<file path="src/rtl/psg_write_scheduler.sv">
// Arbitrates PSG register writes from several requesters and serialises them onto the
// SN76489-style byte bus, with a free-running clock-enable divider and READY timeout.
module psg_write_scheduler #(
    parameter int NREQ    = 2,
    parameter int CLK_DIV = 28,
    parameter int TIMEOUT = 4096
) (
    input  logic                 CLK100MHZ,
    input  logic                 CPU_RESETN,
    input  logic [NREQ-1:0]      req,
    input  logic [3*NREQ-1:0]    reg_sel,
    input  logic [10*NREQ-1:0]   reg_data,
    output logic [NREQ-1:0]      ack,
    output logic                 psg_clk,
    output logic                 nCE,
    output logic                 nWE,
    output logic [7:0]           D,
    input  logic                 READY,
    output logic                 busy,
    output logic                 timeout_err,
    input  logic                 err_clr
);

    localparam int PW = (NREQ > 1) ? $clog2(NREQ) : 1;
    localparam int DW = (CLK_DIV > 1) ? $clog2(CLK_DIV) : 1;
    localparam int CW = $clog2(TIMEOUT) + 1;

    typedef enum logic [2:0] {
        S_IDLE,
        S_GRANT,
        S_SETUP,
        S_ASSERT,
        S_WAITRDY,
        S_RELEASE,
        S_DONE
    } state_t;

    state_t          state_reg, state_next;
    logic [DW-1:0]   div_reg;
    logic [PW-1:0]   ptr_reg, ptr_next;
    logic [PW-1:0]   win_reg, win_next;
    logic [2:0]      sel_reg, sel_next;
    logic [9:0]      data_reg, data_next;
    logic [7:0]      d_reg, d_next;
    logic            pend_reg, pend_next;
    logic [CW-1:0]   cnt_reg, cnt_next;
    logic            err_reg, err_next;

    logic [2:0]      sel_arr  [NREQ];
    logic [9:0]      data_arr [NREQ];
    logic            found;
    logic [PW-1:0]   win_idx;
    logic            timeout_hit;
    int              sum;

    // Free-running divider; never touched by the FSM so the PSG clock stays periodic.
    always_ff @(posedge CLK100MHZ or negedge CPU_RESETN) begin
        if (!CPU_RESETN) begin
            div_reg <= '0;
        end else if (div_reg == DW'(CLK_DIV - 1)) begin
            div_reg <= '0;
        end else begin
            div_reg <= div_reg + DW'(1);
        end
    end

    assign psg_clk = (div_reg == DW'(CLK_DIV - 1));

    genvar gi;
    generate
        for (gi = 0; gi < NREQ; gi++) begin : g_req
            assign sel_arr[gi]  = reg_sel[3*gi +: 3];
            assign data_arr[gi] = reg_data[10*gi +: 10];
            assign ack[gi]      = (state_reg == S_DONE) && (win_reg == PW'(gi));
        end
    endgenerate

    // Round-robin search starting at the pointer; first asserted request wins.
    always_comb begin
        found   = 1'b0;
        win_idx = '0;
        sum     = 0;
        for (int k = 0; k < NREQ; k++) begin
            sum = int'(ptr_reg) + k;
            if (sum >= NREQ) begin
                sum = sum - NREQ;
            end
            if (!found && req[PW'(sum)]) begin
                found   = 1'b1;
                win_idx = PW'(sum);
            end
        end
    end

    assign timeout_hit = (cnt_reg == CW'(TIMEOUT - 1));

    always_ff @(posedge CLK100MHZ or negedge CPU_RESETN) begin
        if (!CPU_RESETN) begin
            state_reg <= S_IDLE;
            ptr_reg   <= '0;
            win_reg   <= '0;
            sel_reg   <= '0;
            data_reg  <= '0;
            d_reg     <= '0;
            pend_reg  <= 1'b0;
            cnt_reg   <= '0;
            err_reg   <= 1'b0;
        end else begin
            state_reg <= state_next;
            ptr_reg   <= ptr_next;
            win_reg   <= win_next;
            sel_reg   <= sel_next;
            data_reg  <= data_next;
            d_reg     <= d_next;
            pend_reg  <= pend_next;
            cnt_reg   <= cnt_next;
            err_reg   <= err_next;
        end
    end

    always_comb begin
        state_next = state_reg;
        ptr_next   = ptr_reg;
        win_next   = win_reg;
        sel_next   = sel_reg;
        data_next  = data_reg;
        d_next     = d_reg;
        pend_next  = pend_reg;
        cnt_next   = cnt_reg;
        err_next   = err_reg;

        if (err_clr) begin
            err_next = 1'b0;
        end

        case (state_reg)
            S_IDLE: begin
                if (found) begin
                    state_next = S_GRANT;
                    win_next   = win_idx;
                    ptr_next   = (win_idx == PW'(NREQ - 1)) ? '0 : win_idx + PW'(1);
                    sel_next   = sel_arr[win_idx];
                    data_next  = data_arr[win_idx];
                end
            end
            S_GRANT: begin
                // Latch byte {1, ch, type, low nibble}; tone periods on channels 0-2 need a data byte.
                d_next     = {1'b1, sel_reg, data_reg[3:0]};
                pend_next  = !sel_reg[0] && (sel_reg[2:1] != 2'b11);
                state_next = S_SETUP;
            end
            S_SETUP: begin
                if (psg_clk) begin
                    state_next = S_ASSERT;
                    cnt_next   = '0;
                end
            end
            S_ASSERT, S_WAITRDY: begin
                cnt_next = cnt_reg + CW'(1);
                if (timeout_hit) begin
                    // Abandon the rest of the write but still finish so the requester is acked.
                    state_next = S_RELEASE;
                    pend_next  = 1'b0;
                    err_next   = 1'b1;
                end else if ((state_reg == S_ASSERT) && !READY) begin
                    state_next = S_WAITRDY;
                end else if ((state_reg == S_WAITRDY) && READY) begin
                    state_next = S_RELEASE;
                end
            end
            S_RELEASE: begin
                if (psg_clk) begin
                    if (pend_reg) begin
                        d_next     = {2'b00, data_reg[9:4]};
                        pend_next  = 1'b0;
                        state_next = S_SETUP;
                    end else begin
                        state_next = S_DONE;
                    end
                end
            end
            S_DONE: begin
                state_next = S_IDLE;
            end
            default: begin
                state_next = S_IDLE;
            end
        endcase
    end

    assign nCE         = !((state_reg == S_ASSERT) || (state_reg == S_WAITRDY));
    assign nWE         = nCE;
    assign D           = d_reg;
    assign busy        = (state_reg != S_IDLE) && (state_reg != S_DONE);
    assign timeout_err = err_reg;

endmodule

</file>
<file path="config.mk">
export PLATFORM = sky130hd
export DESIGN_NAME = psg_write_scheduler
export DESIGN_NICKNAME = d
export VERILOG_FILES = /design/src/rtl/psg_write_scheduler.sv
export SDC_FILE = /design/constraint.sdc
export NUM_CORES = 1
export LEC_CHECK = 0
export BUFFER_PORTS_ARGS = -buffer_cell sky130_fd_sc_hd__buf_2
export CAP_MARGIN = 20
export CORE_MARGIN = 5
export CORE_UTILIZATION = 55
export CTS_BUF_LIST = sky130_fd_sc_hd__clkbuf_16
export CTS_CLUSTER_DIAMETER = 120
export DETAILED_ROUTE_END_ITERATION = 16
export PLACE_DENSITY = 0.84
export SYNTH_ARGS = -nofsm -noshare
export SYNTH_HDL_FRONTEND = slang
export SYNTH_SLANG_ARGS = --single-unit
</file>
<file path="constraint.sdc">
create_clock -name CLK100MHZ -period 2.19 [get_ports CLK100MHZ]
set_clock_uncertainty 0.1 [all_clocks]
set_input_delay 0.219 -clock CLK100MHZ [delete_from_list [all_inputs] [get_ports CLK100MHZ]]
set_output_delay 0.219 -clock CLK100MHZ [all_outputs]
set_load 0.005 [all_outputs]
</file>
==> out/qor.yml <==
global_routing:
  met3_usage: 0.0550
  antenna_found_initial: 0
  grt_pass1_wl_mm: 9.59
  grt_util_all_layers: 0.196
  gr-total-overflow: 0
  grt_pass1_vias: 2013
  grt.busiest_layer: "met2"
  grt_util_met2: 0.319
  groute.layer.met1.usage: 0.256
  grt_max_degree: 36
sta:
  period_needed_ns: 2.02
  max_freq_ghz: 0.496
  relSlewSlack: 0.470
  finalHoldViolCount: 0
  whs_ns: 0.0296
  timing.final.crit_share: 0.921
  setup_viol: 0
  maxSlewViolCount: 0
  layout_setup_ws_ns: 0.174
  rsz0062_at_grt: "no"
  tns_ns: 0
  tightest_slew_ns: 0.795
worst_setup_path:
  path_class: "flop to flop"
  cp.depth: 7
  path_cells: "ha_1 > nand4b_4 > inv_4 > a211oi_2 > buf_4 > or4_1 > a21oi_1"
  critPathArrivalTime_ns: 2.13
  critPathMaxStageDelay_ns: 0.46
  worst_path_dominant_cell_family: "simple AND/OR/NAND/NOR gates"
  crit_buf_inv: 2
  ff2ff_path_depth: 7
  critPathCaptureType: "flop"
  crit_fanout: 16
  slowest_stage: "or4_1"
  required_ns: 2.31
  startpoint_type: "flop"
cells_and_area:
  nets: 338
  fill_cells: 346
  syn_to_final_growth_pct: 16.5
  diodes: 0
  drive_above_1_share: 0.279
  largest_reg_flops: 13
min_path:
  hp-class: "input port to flop"
  hold_path_depth: 2
floorplan:
  core_um2: 4660
  rows: 25
  die_w_um: 78.6
  die-height_um: 78.6
  die_area_um2: 6180
  start_util: 0.556
  io_pins: 47
clocking:
  clk_path_buf_depth: 2
  path_clk_slew_ns: 0.06
  cts_buffers: 5
  clkLatencyLatePin_ns: 0.29
  root_buffer: "clkbuf_16"
  htree_num_levels: 2
  cts_num_sinks: 46
  tritoncts: "done"
  cts_post_setup_buffers_inserted: 0
  cts_resized: 0
logic_synthesis:
  ys_seq_elements: 46
  synth_nets: 294
  synth_common_cells: "46 x dfrtp_1, 24 x a21oi_1, 24 x nor2_1"
  yosysTopAreaCell: "dfrtp_1"
  synth_most_common_cell: "dfrtp_1"
  synthDistinctLibCells: 55
  synth_async_sr_flop_share: 1.00
  synth_cells: 260
  synth_flop_cell: "dfrtp_1"
  yosys_warnings: 0
  synth_top_area_frac: 0.444
  avgSynthCellArea_um2: 9.96
  yosysSeqAreaShare: 0.444
  syn_area_um2: 2590
  synth-edff-count: 0
  synth.area.top_cells: "dfrtp_1 44%, mux2i_1 5.0%, a21oi_1 4.6%"
routing:
  drc: 0
  detail-route-antenna-nets: 0
  drtIter0Drc: 137
  via_per_inst: 5.84
  wl_mm: 5.82
  routedWlPerCell_um: 16.2
  dr.pass1.iters: 4
  vias: 2097
placement:
  dp_hpwl_mm: 3.98
  port_buffers: 45
  place.gp.congestion: 0.864
  pre_cts_slack_ns: 0.187
power:
  p_per_area_nw_per_um2: 1280
  ir_drop_v: 0.000743
  p_leak_nw: 1.37
run_status:
  status: "finished, final reports clean"
flow_run:
  drv_cap: 0
==> logic make-up after synthesis <==
logic type	synth area share
simple gates	0.205
fa+ha+maj	0.00966
flops	0.444
xor+xnor	0.00676
compound gates	0.162
mux	0.120
buf+inv	0.0527
==> worst paths after layout <==
kind | start | end | slack [ns]
max | div_reg[0] | cnt_reg[10] | 0.17
min | err_clr | timeout_err | 0.03
max reg2reg | div_reg[0] | cnt_reg[10] | 0.17
min reg2reg | div_reg[0] | div_reg[0] | 0.37
max in group asynchronous | CPU_RESETN | cnt_reg[6] | 0.94
min in group asynchronous | CPU_RESETN | cnt_reg[2] | 0.45
==> metrics by stage <==
step	total power [mW]	std cells	util	cell area (um2)
after floorplan	2.61	260	-	2590
after global placement	2.91	350	0.609	2840
after detailed placement	3.00	350	0.609	2840
after CTS	3.88	359	0.648	3020
after global routing	4.13	359	0.648	3020
final	3.87	359	0.648	3020
==> metal layers <==
metal	wire length, um	share of wire
met1	2530	0.43
met2	2960	0.51
met3	284	0.049
met5	0	0
met4	49	0.0084
==> cell usage in the layout, fill, tap and decap left out, types with 2 or more instances in the layout <==
| master | synthesis | layout |
|---|---|---|
| mux2_4 | 6 | 6 |
| nand2b_1 | 4 | 4 |
| mux2_2 | 8 | 8 |
| nand3_1 | 10 | 10 |
| a21o_1 | 3 | 3 |
| a21oi_1 | 24 | 24 |
| or3_1 | 7 | 7 |
| or2_1 | 2 | 2 |
| inv_1 | 5 | 5 |
| ha_1 | 2 | 2 |
| or4_1 | 2 | 2 |
| a31oi_1 | 3 | 3 |
| o22ai_1 | 4 | 4 |
| buf_4 | 1 | 9 |
| and3_1 | 6 | 6 |
| nand2_1 | 16 | 16 |
| a311oi_1 | 3 | 3 |
| o31ai_1 | 3 | 3 |
| nor2_1 | 24 | 24 |
| xor2_1 | 2 | 2 |
| o21ai_0 | 17 | 17 |
| dfrtp_1 | 46 | 46 |
| clkbuf_16 | 0 | 5 |
| nor2b_1 | 2 | 2 |
| nand4_1 | 4 | 4 |
| buf_2 | 8 | 45 |
| mux2i_1 | 13 | 13 |
==> repair_timing <==
item | in CTS | in global routing
hold buffers | 1 | 0
setup endpoints to repair | 0 | 0
hold endpoints to repair | 33 | 0
==> power by group <==
| group | switching [mW] | leakage, nW | internal [mW] |
|---|---|---|---|
| logic | 0.776 | 0.737 | 0.790 |
| registers | 0.318 | 0.547 | 1.12 |
| clock network | 0.325 | 0.0842 | 0.540 |
| total | 1.42 | 1.37 | 2.45 |
==> layout make-up <==
type                       instances  area (um2)  area share
sequential                        46        1150       0.381
inverter                           6        25.0     0.00829
tap                               54        67.6      0.0224
timing repair buffer              55         303       0.100
clock buffer                       5         125      0.0415
clock inverter                     3        43.8      0.0145
multi-input combinational        190        1300       0.432
Power figures use the tool's default switching activity.
